File: config.mk
export PLATFORM = sky130hd
export DESIGN_NAME = hazard_ctrl_unit_flat
export DESIGN_NICKNAME = d
export VERILOG_FILES = /design/src/rtl/hazard_ctrl_unit_if.sv /design/src/rtl/hazard_ctrl_unit.sv /design/src/flat_wrapper.sv
export SDC_FILE = /design/constraint.sdc
export NUM_CORES = 1
export LEC_CHECK = 0
export BUFFER_PORTS_ARGS = -buffer_cell sky130_fd_sc_hd__buf_2
export CORE_AREA = 2 2 44 46
export CTS_BUF_LIST = sky130_fd_sc_hd__clkbuf_16
export CTS_CLUSTER_SIZE = 10
export DETAILED_ROUTE_END_ITERATION = 16
export DIE_AREA = 0 0 46 48
export GPL_TIMING_DRIVEN = 0
export PLACE_DENSITY = 0.71
export SLEW_MARGIN = 30
export SYNTH_ARGS = -nofsm -noshare
export SYNTH_HDL_FRONTEND = slang
export SYNTH_SLANG_ARGS = --single-unit
File: constraint.sdc
create_clock -name clk -period 1.2 [get_ports clk]
set_clock_uncertainty 0.05 [all_clocks]
set_input_delay 0.06 -clock clk [delete_from_list [all_inputs] [get_ports clk]]
set_output_delay 0.06 -clock clk [all_outputs]
set_load 0.03 [all_outputs]
File: src/rtl/hazard_ctrl_unit_if.sv
// Hazard-unit signal bundle: pipeline-side hazard inputs and stall/flush/forward controls.
// Optional HAZARD_PERF_EN adds the stall/flush performance counter outputs.
interface hazard_ctrl_unit_if #(
    parameter int unsigned AW    = 5,
    parameter int unsigned CNT_W = 32
);
    logic [AW-1:0] rs1D;
    logic [AW-1:0] rs2D;
    logic [AW-1:0] rs1E;
    logic [AW-1:0] rs2E;
    logic [AW-1:0] rdE;
    logic [AW-1:0] rdM;
    logic [AW-1:0] rdW;
    logic          regwriteM;
    logic          regwriteW;
    logic          loadE;
    logic          pcsrcE;
    logic          mdu_startE;
    logic          mdu_done;
    logic [1:0]    forwardAE;
    logic [1:0]    forwardBE;
    logic          stallF;
    logic          stallD;
    logic          stallE;
    logic          flushD;
    logic          flushE;
    logic          flushM;
`ifdef HAZARD_PERF_EN
    logic [CNT_W-1:0] stall_cnt;
    logic [CNT_W-1:0] flush_cnt;
`endif

    // Pipeline side: drives hazard information, receives controls.
    modport master (
        output rs1D, rs2D, rs1E, rs2E, rdE, rdM, rdW, regwriteM, regwriteW,
        output loadE, pcsrcE, mdu_startE, mdu_done,
`ifdef HAZARD_PERF_EN
        input  stall_cnt, flush_cnt,
`endif
        input  forwardAE, forwardBE, stallF, stallD, stallE, flushD, flushE, flushM
    );

    modport slave (
        input  rs1D, rs2D, rs1E, rs2E, rdE, rdM, rdW, regwriteM, regwriteW,
        input  loadE, pcsrcE, mdu_startE, mdu_done,
`ifdef HAZARD_PERF_EN
        output stall_cnt, flush_cnt,
`endif
        output forwardAE, forwardBE, stallF, stallD, stallE, flushD, flushE, flushM
    );
endinterface

File: src/rtl/hazard_ctrl_unit.sv
// Pipeline hazard controller: E-stage forwarding, load-use bubbles, branch flush, MDU wait.
// Define HAZARD_PERF_EN to add stall/flush performance counters.
module hazard_ctrl_unit #(
    parameter int unsigned AW          = 5,
    parameter int unsigned LOAD_STALLS = 1,
    parameter int unsigned CNT_W       = 32
) (
    input  logic              clk,
    input  logic              rst,
    hazard_ctrl_unit_if.slave hz
);
    localparam logic [AW-1:0] RegZero = '0;
    localparam int unsigned   LdInit  = (LOAD_STALLS > 1) ? (LOAD_STALLS - 2) : 0;

    typedef enum logic [1:0] {StRun, StLdStall, StMduWait} state_e;

    state_e     state_q, state_d;
    logic [1:0] ld_cnt_q, ld_cnt_d;

    logic [1:0] fwd_a, fwd_b;
    logic       stall_f, stall_d, stall_e, flush_d, flush_e, flush_m;
    logic       lu_hit;

    // M-stage result is younger than W, so it wins when both match.
    always_comb begin
        fwd_a = 2'b00;
        if (hz.regwriteM && hz.rdM != RegZero && hz.rdM == hz.rs1E) begin
            fwd_a = 2'b10;
        end else if (hz.regwriteW && hz.rdW != RegZero && hz.rdW == hz.rs1E) begin
            fwd_a = 2'b01;
        end
    end

    always_comb begin
        fwd_b = 2'b00;
        if (hz.regwriteM && hz.rdM != RegZero && hz.rdM == hz.rs2E) begin
            fwd_b = 2'b10;
        end else if (hz.regwriteW && hz.rdW != RegZero && hz.rdW == hz.rs2E) begin
            fwd_b = 2'b01;
        end
    end

    assign lu_hit = hz.loadE && (hz.rdE != RegZero) &&
                    ((hz.rdE == hz.rs1D) || (hz.rdE == hz.rs2D));

    always_comb begin
        state_d  = state_q;
        ld_cnt_d = ld_cnt_q;
        stall_f  = 1'b0;
        stall_d  = 1'b0;
        stall_e  = 1'b0;
        flush_d  = 1'b0;
        flush_e  = 1'b0;
        flush_m  = 1'b0;
        unique case (state_q)
            StRun: begin
                if (hz.mdu_startE) begin
                    // A result ready in the issue cycle needs no freeze at all.
                    if (!hz.mdu_done) begin
                        stall_f = 1'b1;
                        stall_d = 1'b1;
                        stall_e = 1'b1;
                        flush_m = 1'b1;
                        state_d = StMduWait;
                    end
                end else if (hz.pcsrcE) begin
                    flush_d = 1'b1;
                    flush_e = 1'b1;
                end else if (lu_hit) begin
                    stall_f = 1'b1;
                    stall_d = 1'b1;
                    flush_e = 1'b1;
                    if (LOAD_STALLS > 1) begin
                        state_d  = StLdStall;
                        ld_cnt_d = 2'(LdInit);
                    end
                end
            end
            StLdStall: begin
                if (hz.pcsrcE) begin
                    // The stalled consumer is on the wrong path; drop the stall.
                    flush_d  = 1'b1;
                    flush_e  = 1'b1;
                    state_d  = StRun;
                    ld_cnt_d = 2'd0;
                end else begin
                    stall_f = 1'b1;
                    stall_d = 1'b1;
                    flush_e = 1'b1;
                    if (ld_cnt_q == 2'd0) begin
                        state_d = StRun;
                    end else begin
                        ld_cnt_d = ld_cnt_q - 2'd1;
                    end
                end
            end
            StMduWait: begin
                if (hz.mdu_done) begin
                    state_d = StRun;
                end else begin
                    stall_f = 1'b1;
                    stall_d = 1'b1;
                    stall_e = 1'b1;
                    flush_m = 1'b1;
                end
            end
            default: begin
                state_d  = StRun;
                ld_cnt_d = 2'd0;
            end
        endcase
    end

    always_ff @(posedge clk or negedge rst) begin
        if (!rst) begin
            state_q  <= StRun;
            ld_cnt_q <= 2'd0;
        end else begin
            state_q  <= state_d;
            ld_cnt_q <= ld_cnt_d;
        end
    end

    // Outputs are forced low combinationally for the whole time reset is held.
    assign hz.forwardAE = rst ? fwd_a : 2'b00;
    assign hz.forwardBE = rst ? fwd_b : 2'b00;
    assign hz.stallF    = rst & stall_f;
    assign hz.stallD    = rst & stall_d;
    assign hz.stallE    = rst & stall_e;
    assign hz.flushD    = rst & flush_d;
    assign hz.flushE    = rst & flush_e;
    assign hz.flushM    = rst & flush_m;

`ifdef HAZARD_PERF_EN
    logic [CNT_W-1:0] stall_cnt_q, stall_cnt_d;
    logic [CNT_W-1:0] flush_cnt_q, flush_cnt_d;

    always_comb begin
        stall_cnt_d = stall_cnt_q;
        flush_cnt_d = flush_cnt_q;
        if (stall_f) begin
            stall_cnt_d = stall_cnt_q + CNT_W'(1);
        end
        if (flush_d) begin
            flush_cnt_d = flush_cnt_q + CNT_W'(1);
        end
    end

    always_ff @(posedge clk or negedge rst) begin
        if (!rst) begin
            stall_cnt_q <= '0;
            flush_cnt_q <= '0;
        end else begin
            stall_cnt_q <= stall_cnt_d;
            flush_cnt_q <= flush_cnt_d;
        end
    end

    assign hz.stall_cnt = stall_cnt_q;
    assign hz.flush_cnt = flush_cnt_q;
`endif
endmodule

File: src/flat_wrapper.sv
// flat-port wrapper written by rule: the top's interface ports become plain ports
module hazard_ctrl_unit_flat 
#(
    parameter int unsigned AW          = 5,
    parameter int unsigned LOAD_STALLS = 1,
    parameter int unsigned CNT_W       = 32
)
  (clk, rst, hz_rs1D, hz_rs2D, hz_rs1E, hz_rs2E, hz_rdE, hz_rdM, hz_rdW, hz_regwriteM, hz_regwriteW, hz_loadE, hz_pcsrcE, hz_mdu_startE, hz_mdu_done, hz_forwardAE, hz_forwardBE, hz_stallF, hz_stallD, hz_stallE, hz_flushD, hz_flushE, hz_flushM);
  hazard_ctrl_unit_if #(.AW(AW), .CNT_W(CNT_W)) hz_i ();
  input  logic clk;
  input  logic rst;
  input wire logic [$bits(hz_i.rs1D)-1:0] hz_rs1D;
  input wire logic [$bits(hz_i.rs2D)-1:0] hz_rs2D;
  input wire logic [$bits(hz_i.rs1E)-1:0] hz_rs1E;
  input wire logic [$bits(hz_i.rs2E)-1:0] hz_rs2E;
  input wire logic [$bits(hz_i.rdE)-1:0] hz_rdE;
  input wire logic [$bits(hz_i.rdM)-1:0] hz_rdM;
  input wire logic [$bits(hz_i.rdW)-1:0] hz_rdW;
  input wire logic [$bits(hz_i.regwriteM)-1:0] hz_regwriteM;
  input wire logic [$bits(hz_i.regwriteW)-1:0] hz_regwriteW;
  input wire logic [$bits(hz_i.loadE)-1:0] hz_loadE;
  input wire logic [$bits(hz_i.pcsrcE)-1:0] hz_pcsrcE;
  input wire logic [$bits(hz_i.mdu_startE)-1:0] hz_mdu_startE;
  input wire logic [$bits(hz_i.mdu_done)-1:0] hz_mdu_done;
  output wire logic [$bits(hz_i.forwardAE)-1:0] hz_forwardAE;
  output wire logic [$bits(hz_i.forwardBE)-1:0] hz_forwardBE;
  output wire logic [$bits(hz_i.stallF)-1:0] hz_stallF;
  output wire logic [$bits(hz_i.stallD)-1:0] hz_stallD;
  output wire logic [$bits(hz_i.stallE)-1:0] hz_stallE;
  output wire logic [$bits(hz_i.flushD)-1:0] hz_flushD;
  output wire logic [$bits(hz_i.flushE)-1:0] hz_flushE;
  output wire logic [$bits(hz_i.flushM)-1:0] hz_flushM;
  assign hz_i.rs1D = hz_rs1D;
  assign hz_i.rs2D = hz_rs2D;
  assign hz_i.rs1E = hz_rs1E;
  assign hz_i.rs2E = hz_rs2E;
  assign hz_i.rdE = hz_rdE;
  assign hz_i.rdM = hz_rdM;
  assign hz_i.rdW = hz_rdW;
  assign hz_i.regwriteM = hz_regwriteM;
  assign hz_i.regwriteW = hz_regwriteW;
  assign hz_i.loadE = hz_loadE;
  assign hz_i.pcsrcE = hz_pcsrcE;
  assign hz_i.mdu_startE = hz_mdu_startE;
  assign hz_i.mdu_done = hz_mdu_done;
  assign hz_forwardAE = hz_i.forwardAE;
  assign hz_forwardBE = hz_i.forwardBE;
  assign hz_stallF = hz_i.stallF;
  assign hz_stallD = hz_i.stallD;
  assign hz_stallE = hz_i.stallE;
  assign hz_flushD = hz_i.flushD;
  assign hz_flushE = hz_i.flushE;
  assign hz_flushM = hz_i.flushM;
  hazard_ctrl_unit #(.AW(AW), .LOAD_STALLS(LOAD_STALLS), .CNT_W(CNT_W)) u_core (.clk(clk), .rst(rst), .hz(hz_i));
endmodule
; Word-level counts from Yosys, hierarchy flattened
; Cells that the tools add are included.
[word_totals]
wordCells = 67
inputBits = 43
out_inout_bits = 10
ff_bits = 4
[classes]
n_reduce_logical = 17
mux = 29
bitwise = 5
n_addsub = 1
n_eq_ne = 13
[ops]
columns = cell, n
row1 = == test 5 bit, 6
row2 = 2-to-1 mux 2 bit, 11
row3 = nonzero test 5 bit, 3
row4 = 2-to-1 mux 1 bit, 12
row5 = logical AND 1 bit, 8
row6 = "inequality test 2 bit, second input constant", 3
row7 = case mux 1 bit (2 select lines), 3
row8 = case mux 2 bit (3 select lines), 1
row9 = AND 1 bit, 4
row10 = logical NOT 2 bit, 2
row11 = case mux 2 bit (2 select lines), 1
row12 = AND reduction 4 bit, 1
row13 = "inequality test 3 x 2 -> 1 bit, second input constant", 1
row14 = "inequality test 3 bit, second input constant", 1
row15 = case mux 1 bit (3 select lines), 1
row16 = "== test 2 x 1 -> 1 bit, second input constant", 1
row17 = "== test 2 bit, second input constant", 1
row18 = AND reduction 2 bit, 1
row19 = OR reduction 2 bit, 1
row20 = "subtractor 2 x 1 -> 2 bit, second input constant", 1
row21 = logical OR 1 bit, 1
row22 = inverter 1 bit, 1

; Longest topological paths before layout
; Gate-level depths: netlist of run 1.
[depth]
ltp_word = 8
ltp_mapped = 5
mapped_depth_nobuf = 4

; Worst setup path before layout of run 1
; Ideal clock, no wire load.
[synth_path]
path_kind = register to output
start = register u_core.state_q[1]
end = output hz_stallF
path_slack_ns = -0.644
path_buffers = 1
required_ns = 1.090
arrival_time_ns = 1.734
stages_incl_launch_ff = 5
cell_sequence = dfrtp_1 nor2_1 nand4_1 o31ai_1 buf_4
[synth_between]
elab_chain_len = 3
elab_cells_between_ends = 5
classes_between = eq/ne: 2 / mux: 1 / bitwise: 1 / reduce/logical: 1
[synth_rtl]
columns = item, line_no
row1 = "start, declared", hazard_ctrl_unit.sv:17  ; state_e state_q, state_d;
row2 = "start signal, assigned", hazard_ctrl_unit.sv:116  ; state_q <= StRun;
row3 = "start signal, assigned", hazard_ctrl_unit.sv:119  ; state_q <= state_d;
row4 = == test 2 bit (tied with other cells), -
row5 = case mux 1 bit (3 select lines) (*), -
row6 = AND 1 bit (*), -
row7 = "end, declared", flat_wrapper.sv:27  ; output wire logic [$bits(hz_i.stallF)-1:0] hz_stallF;
; Mark *: on every way between the ends. The rest lies on a longest branch, timed or not.

; Worst setup path after layout of run 1
[layout_path]
start = input hz_rdM[0]
end = output hz_forwardBE[1]
[layout_between]
elab_chain_len = 5
elab_cells_between_ends = 6
classes_between = eq/ne: 1 / mux: 2 / reduce/logical: 3
[layout_rtl]
columns = item, line_no
row1 = "start, declared", flat_wrapper.sv:17  ; input wire logic [$bits(hz_i.rdM)-1:0] hz_rdM;
row2 = nonzero test 5 bit, hazard_ctrl_unit.sv:36  ; if (hz.regwriteM && hz.rdM != RegZero && hz.rdM == hz.rs2E) begin
row3 = logical AND 1 bit, hazard_ctrl_unit.sv:36
row4 = logical AND 1 bit (*), hazard_ctrl_unit.sv:36
row5 = 2-to-1 mux 2 bit (*), hazard_ctrl_unit.sv:36
row6 = 2-to-1 mux 2 bit (*), hazard_ctrl_unit.sv:126  ; assign hz.forwardBE = rst ? fwd_b : 2'b00;
row7 = "end, declared", flat_wrapper.sv:26  ; output wire logic [$bits(hz_i.forwardBE)-1:0] hz_forwardBE;
; Marked as above.

==> qor.yml, run 1 <==
place:
  gp_routability_congestion: 0.821
  dp.final_hpwl_mm: 1.39
  numPortBuffers: 52
finish:
  n_antenna_cell: 0
  final_core_density: 0.625
  area.growth.synth_to_final_pct: 116
  design.final.nets: 164
  multiInputGateArea_um2: 568
  flip_flop_count_of_the_largest_register_after_layout: 1
  regArea_um2: 25.0
  filler_cell_count: 152
  registers.top_by_ff_count: "u_core.state_q"
  registers_with_the_highest_flip_flop_counts: "u_core.state_q: 1 flops"
  post_route_cells_drive_above_1_share: 0.639
outcome:
  failed_checks: "negative setup slack"
  outcome: "finished, violations left"
synth:
  synth_largest_area_cell: "sky130_fd_sc_hd__xor2_1"
  synth_warnings: 0
  syn-mean-instance-area_um2: 7.75
  post_synthesis_instance_total: 63
  seq_area_frac_synth: 0.0513
  synthesis.nets: 106
  synth_top_area_frac: 0.431
  yosys-top-cells-area: "sky130_fd_sc_hd__xor2_1, sky130_fd_sc_hd__xnor2_1, sky130_fd_sc_hd__or4_1, sky130_fd_sc_hd__dfrtp_1, sky130_fd_sc_hd__nor4_2"
  post_synth_num_cell_types: 20
  synth.cell_area_um2: 488
  ys_seq_elements: 1
timing:
  finalWorstPathRequiredPeriod_ns: 1.43
  finalSetupViolCount: 7
  total_count_of_max_transition_violations_in_the_final_report: 0
  period_share: 1.19
  hold_violations: 0
  timing.setup.tns_ns: -0.952
  maxClockFrequency_mhz: 699
  layout_setup_ws_ns: -0.230
  grt_setup_unrepaired: "true"
  max_slew_margin_vs_limit: 0.762
  worst_pin_slew_ns: 0.353
detailed_routing:
  average_wire_per_standard_cell_um: 12.7
  vias_after_detailed_routing: 663
  detail_route.wirelength_mm: 1.72
  detail_route.first_pass.iterations: 4
  first_iter_violations: 3
  route.detailed.drc: 0
  ant_nets: 0
  post_drt_via_cell_ratio: 4.88
die:
  fp.dieArea_mm2: 0.00221
  ioPinCount: 53
  die_w_um: 46
  chipHeight_um: 48
  initial_cell_density_of_the_core: 0.289
  std_cell_rows: 15
  core_mm2: 0.00169
global_route:
  grt_max_degree: 8
  antenna_violations_before_repair: 0
  first_pass_grt_wire_length_mm: 2.48
  grt_pass1_vias: 637
  global_route.usage.total: 0.146
  overflow: 0
power_and_ir_drop:
  power_density_mw_per_mm2: 372
  power.ir.vdd_worst_mv: 0.175
  leakagePower_uw: 0.000484
run:
  max_cap_viol_count: 0
critical_path:
  worstSetupEndpointType: "output port"
  crit_type: "in2out"
  critical_path.cell_chain: "buf_8 > or4_4 > o21ai_4 > nor4_2 > and2_2 > buf_4"
  worstPathRequired_ns: 1.09
  worst_setup_path_start_kind: "input port"
  cp_data_arrival_time_ns: 1.32
  critical_path_peak_fanout: 3
  critical_path.slowest_cell: "sky130_fd_sc_hd__or4_4"
  critical_path.max_stage_delay_ns: 0.53
hold_path:
  hp-class: "in2reg"
clock_network:
  clock_insertion_delay_worst_skew_ns: 0
  clk_pin_slew_worst_paths_ns: 0
[layer usage]
metal  track usage  up-vias  wire [µm]
met4             0        0         12
met2         0.289       29        935
met1         0.188      304        675
met3             0        2        100
met5             0        -          0
li1              -      328          -
[cell type report]
cell class,count,area share
tap,17,0.0201
buffer,2,0.0178
timing repair buffer,56,0.397
multi-input combinational,59,0.538
inverter,1,0.00355
sequential,1,0.0237
[through the flow]
stage | setup slack, ns | area (µm²) | total power, µW | cells | hold WS [ns]
detailed placement | -0.318 | 815 | 309 | 132 | -0.167
global route | -0.269 | 1060 | 422 | 136 | 0.192
floorplan | -0.184 | 533 | 180 | 63 | -0.286
CTS | -0.240 | 1010 | 376 | 136 | 0.179
global placement | -0.310 | 815 | 303 | 132 | -0.169
finish | -0.230 | 1060 | 393 | 136 | 0.176
[final timing paths]
check	start	to	slack, ns	cells after the start
worst min-delay path	hz_mdu_done	u_core.state_q[1]$_DFFE_PN0P_	0.18	2
worst max register to register	u_core.state_q[1]$_DFFE_PN0P_	u_core.state_q[1]$_DFFE_PN0P_	0.50	2
worst min register to register	u_core.state_q[1]$_DFFE_PN0P_	u_core.state_q[1]$_DFFE_PN0P_	0.48	2
min in group asynchronous	rst	u_core.state_q[1]$_DFFE_PN0P_	0.43	2
max in group asynchronous	rst	u_core.state_q[1]$_DFFE_PN0P_	0.57	2
worst max-delay path	hz_rdM[0]	hz_forwardBE[1]	-0.23	6
[where the power goes]
group	switching [µW]	total [µW]	internal, µW
Sequential	1.79	38.4	36.7
Combinational	170	355	185
Clock	0	0	0
[repair_timing]
action,4_1_cts,5_1_grt
setup endpoints to repair,6,8
resized for setup,40,10
setup buffers,3,0
pin swaps,17,7
hold endpoints to repair,1,0
hold buffers,1,0
[logic make-up (layout without fill, tap and decap cells)]
group / count (synthesis) / in the layout / synth area share
and+or+nand+nor: 24 / 24 / 0.300
AOI/OAI and AO/OA: 5 / 5 / 0.0718
xor gates and xnor gates: 30 / 30 / 0.538
DFF: 1 / 1 / 0.0513
buffers and inverters: 3 / 59 / 0.0384
[cell usage in the layout, fill, tap and decap left out, types with 2 or more instances in the layout]
| cell | count |
|---|---|
| sky130_fd_sc_hd__buf_2 | 27 |
| sky130_fd_sc_hd__xor2_1 | 22 |
| sky130_fd_sc_hd__buf_6 | 16 |
| sky130_fd_sc_hd__buf_4 | 12 |
| sky130_fd_sc_hd__xnor2_1 | 5 |
| sky130_fd_sc_hd__or4_4 | 3 |
| sky130_fd_sc_hd__nor4_4 | 3 |
| sky130_fd_sc_hd__nor2_1 | 3 |
| sky130_fd_sc_hd__nand3_1 | 2 |
| sky130_fd_sc_hd__xor2_2 | 2 |
| sky130_fd_sc_hd__nor3_2 | 2 |
| sky130_fd_sc_hd__nand2_1 | 2 |
[critical path, delay by kind of cell]
| kind | cells | cell delay (ns) |
|---|---|---|
| AND/OR/NAND/NOR | 3 | 0.81 |
| buffers and inverters | 2 | 0.26 |
| AO/OA/AOI/OAI | 1 | 0.18 |
[synth_stat cells]
library cell	instances
sky130_fd_sc_hd__o211ai_1	1
sky130_fd_sc_hd__nand4_1	1
sky130_fd_sc_hd__nand3_1	2
sky130_fd_sc_hd__nor3_1	3
sky130_fd_sc_hd__a22oi_1	1
sky130_fd_sc_hd__o21ai_1	1
sky130_fd_sc_hd__buf_4	2
sky130_fd_sc_hd__xor2_1	24
sky130_fd_sc_hd__dfrtp_1	1
sky130_fd_sc_hd__or4_1	4
sky130_fd_sc_hd__inv_1	1
sky130_fd_sc_hd__and3_1	1
sky130_fd_sc_hd__nor4_1	2
sky130_fd_sc_hd__nor4_2	2
sky130_fd_sc_hd__o31ai_1	1
sky130_fd_sc_hd__o21bai_1	1
sky130_fd_sc_hd__and2_2	2
sky130_fd_sc_hd__nor2_1	5
sky130_fd_sc_hd__nand2_1	2
sky130_fd_sc_hd__xnor2_1	6
Power figures use the tool's default switching activity.
==> run 2, diff against run 1 <==
Settings changed: ABC_AREA from default to 1, CORE_AREA 2 2 44 46 to 2 2 46 48, DIE_AREA 0 0 46 48 to 0 0 48 50, PLACE_DENSITY 0.71 to 0.74, SKIP_CTS_REPAIR_TIMING from default to 1.
==> qor.yml, run 2 <==
outcome:
  outcome: "completed"  # was finished, violations left
timing:
  total_count_of_max_transition_violations_in_the_final_report: 0  # unchanged
  finalSetupViolCount: 0  # was 7
  layout_setup_ws_ns: 0.0898  # was -0.230 ns
  grt_setup_unrepaired: "false"  # was true
  max_slew_margin_vs_limit: 0.867  # was 0.762
  maxClockFrequency_mhz: 901  # was 699 MHz
  worst_pin_slew_ns: 0.197  # was 0.353 ns
  period_share: 0.925  # was 1.19
  hold_violations: 0  # unchanged
  finalWorstPathRequiredPeriod_ns: 1.11  # was 1.43 ns
  hold_slack_ns: 0.194  # was 0.176 ns
place:
  post-place-cells: 200  # was 132
  place_worst_setup_slack_ns: 0.0508  # was -0.318 ns
  dp.final_hpwl_mm: 1.62  # was 1.39 mm
  numPortBuffers: 52  # unchanged
  gp_routability_congestion: 0.771  # was 0.821
die:
  core_mm2: 0.00190  # was 0.00169 mm²
  initial_cell_density_of_the_core: 0.328  # was 0.289
  die_w_um: 48  # was 46 µm
  ioPinCount: 53  # unchanged
  fp.dieArea_mm2: 0.00240  # was 0.00221 mm²
  std_cell_rows: 16  # was 15
  chipHeight_um: 50  # was 48 µm
finish:
  final_core_density: 0.509  # was 0.625
  n_antenna_cell: 0  # unchanged
  final_common_cell: "sky130_fd_sc_hd__buf_2"  # unchanged
  flip_flop_count_of_the_largest_register_after_layout: 1  # unchanged
  area.growth.synth_to_final_pct: 55.1  # was 116%
  registers_with_the_highest_flip_flop_counts: "u_core.state_q: 1 flops"  # unchanged
  post_route_cells_drive_above_1_share: 0.374  # was 0.639
  registers.top_by_ff_count: "u_core.state_q"  # unchanged
  design.final.nets: 219  # was 164
  final-instance-count-excl-fill: 201  # was 136
  most-common-layout-cells: "sky130_fd_sc_hd__buf_2, sky130_fd_sc_hd__nand2_1, sky130_fd_sc_hd__inv_1"  # was sky130_fd_sc_hd__buf_2, sky130_fd_sc_hd__xor2_1, sky130_fd_sc_hd__buf_6
critical_path:
  worstSetupEndpointType: "output port"  # unchanged
  cp_data_arrival_time_ns: 1.00  # was 1.32 ns
  worstPathRequired_ns: 1.09  # about the same
  critical_path_peak_fanout: 2  # was 3
  crit_type: "reg2out"  # was in2out
  worst_setup_path_start_kind: "flip-flop"  # was input port
synth:
  synth_largest_area_cell: "sky130_fd_sc_hd__xnor2_1"  # was sky130_fd_sc_hd__xor2_1
  synthesis.nets: 164  # was 106
  synth_top_area_frac: 0.267  # was 0.431
  seq_area_frac_synth: 0.0401  # was 0.0513
  syn-mean-instance-area_um2: 5.16  # was 7.75 µm²
  synth_enable_flop_cells: 0  # unchanged
  yosys_most_used_dff: "sky130_fd_sc_hd__dfrtp_1"  # unchanged
  post_synth_num_cell_types: 16  # was 20
  post_synthesis_instance_total: 121  # was 63
  synth_top_cells_by_count: "sky130_fd_sc_hd__nand2_1, sky130_fd_sc_hd__inv_1, sky130_fd_sc_hd__nor2_1"  # was sky130_fd_sc_hd__xor2_1, sky130_fd_sc_hd__xnor2_1, sky130_fd_sc_hd__nor2_1
  synth.cell_area_um2: 624  # was 488 µm²
  ys_seq_elements: 1  # unchanged
  synth_warnings: 0  # unchanged
  yosys-top-cells-area: "sky130_fd_sc_hd__xnor2_1, sky130_fd_sc_hd__nand2_1, sky130_fd_sc_hd__inv_1, sky130_fd_sc_hd__nor2_1, sky130_fd_sc_hd__nand3_1"  # was sky130_fd_sc_hd__xor2_1, sky130_fd_sc_hd__xnor2_1, sky130_fd_sc_hd__or4_1, sky130_fd_sc_hd__dfrtp_1, sky130_fd_sc_hd__nor4_2
  post-synth-top-count-cell: "sky130_fd_sc_hd__nand2_1"  # was sky130_fd_sc_hd__xor2_1
  async_reset_ff_frac: 1.00  # unchanged
power_and_ir_drop:
  power_density_mw_per_mm2: 372  # about the same
  p_total_uw: 360  # was 393 µW
  power.ir.vdd_worst_mv: 0.202  # was 0.175 mV
  leakagePower_uw: 0.000586  # was 0.000484 µW
detailed_routing:
  detail_route.wirelength_mm: 1.78  # was 1.72 mm
  vias_after_detailed_routing: 863  # was 663
  first_iter_violations: 7  # was 3
  ant_nets: 0  # unchanged
  detail_route.first_pass.iterations: 4  # unchanged
  average_wire_per_standard_cell_um: 8.88  # was 12.7 µm
  post_drt_via_cell_ratio: 4.29  # was 4.88
  route.detailed.drc: 0  # unchanged
global_route:
  use_met1: 0.163  # was 0.188
  overflow: 0  # unchanged
  grt_max_degree: 6  # was 8
  antenna_violations_before_repair: 0  # unchanged
  grt-busiest-layer: "met2"  # unchanged
  grt_pass1_vias: 768  # was 637
  gr-usage-met2: 0.320  # was 0.289
  global_route.usage.total: 0.153  # was 0.146
  first_pass_grt_wire_length_mm: 2.86  # was 2.48 mm
  globalRouteMet3Util: 0.00366  # was 0
run:
  max_cap_viol_count: 0  # unchanged
hold_path:
  hp-class: "in2reg"  # unchanged
clock_network:
  clk_pin_slew_worst_paths_ns: 0  # about the same
  clock_insertion_delay_worst_skew_ns: 0  # about the same
run 2: logic make-up after synthesis:
group / Yosys count / synth area share
compound gates: 5 / 0.0441
buf+inv: 25 / 0.162
xor+xnor: 21 / 0.295
simple gates: 69 / 0.459
flops: 1 / 0.0401
run 2: path summary, 6_finish.rpt:
check / start / cells after the start / end / slack (ns)
worst min-delay path: hz_mdu_done / 2 / u_core.state_q[1]$_DFFE_PN0P_ / 0.19
worst max-delay path: u_core.state_q[1]$_DFFE_PN0P_ / 6 / hz_stallE / 0.09
min in group asynchronous: rst / 2 / u_core.state_q[1]$_DFFE_PN0P_ / 0.37
worst min register to register: u_core.state_q[1]$_DFFE_PN0P_ / 2 / u_core.state_q[1]$_DFFE_PN0P_ / 0.50
max in group asynchronous: rst / 2 / u_core.state_q[1]$_DFFE_PN0P_ / 0.62
worst max register to register: u_core.state_q[1]$_DFFE_PN0P_ / 2 / u_core.state_q[1]$_DFFE_PN0P_ / 0.46
run 2: per-layer routing:
layer,up-vias,part of all wire
met2,39,0.53
met5,-,0
met3,0,0.073
met4,0,0
li1,467,-
met1,357,0.40
run 2: layout make-up:
type	count	area, µm²
buffer	2	15.0
fill	201	933
inverter	23	86.3
multi-input combinational	95	523
sequential	1	25.0
tap	27	33.8
timing repair buffer	53	285
run 2: critical path, cell delays in order (launching register included):
cell	delay, ns
sky130_fd_sc_hd__dfrtp_1	0.35
sky130_fd_sc_hd__nor2_1	0.14
sky130_fd_sc_hd__nor2_1	0.07
sky130_fd_sc_hd__nand2_1	0.10
sky130_fd_sc_hd__inv_1	0.06
sky130_fd_sc_hd__buf_4	0.12
sky130_fd_sc_hd__buf_2	0.16
run 2: metrics by stage:
step | TNS, ns | area [µm²]
after floorplan | -0.0693 | 642
after global placement | 0 | 936
after detailed placement | 0 | 936
after CTS | 0 | 936
after global routing | 0 | 968
final | 0 | 968
run 2: where the power goes:
group | switching, µW | leakage, µW | internal [µW] | total (µW)
clock network | 0 | 0 | 0 | 0
registers | 1.10 | 0.0000125 | 36.6 | 37.7
logic | 173 | 0.000573 | 150 | 323
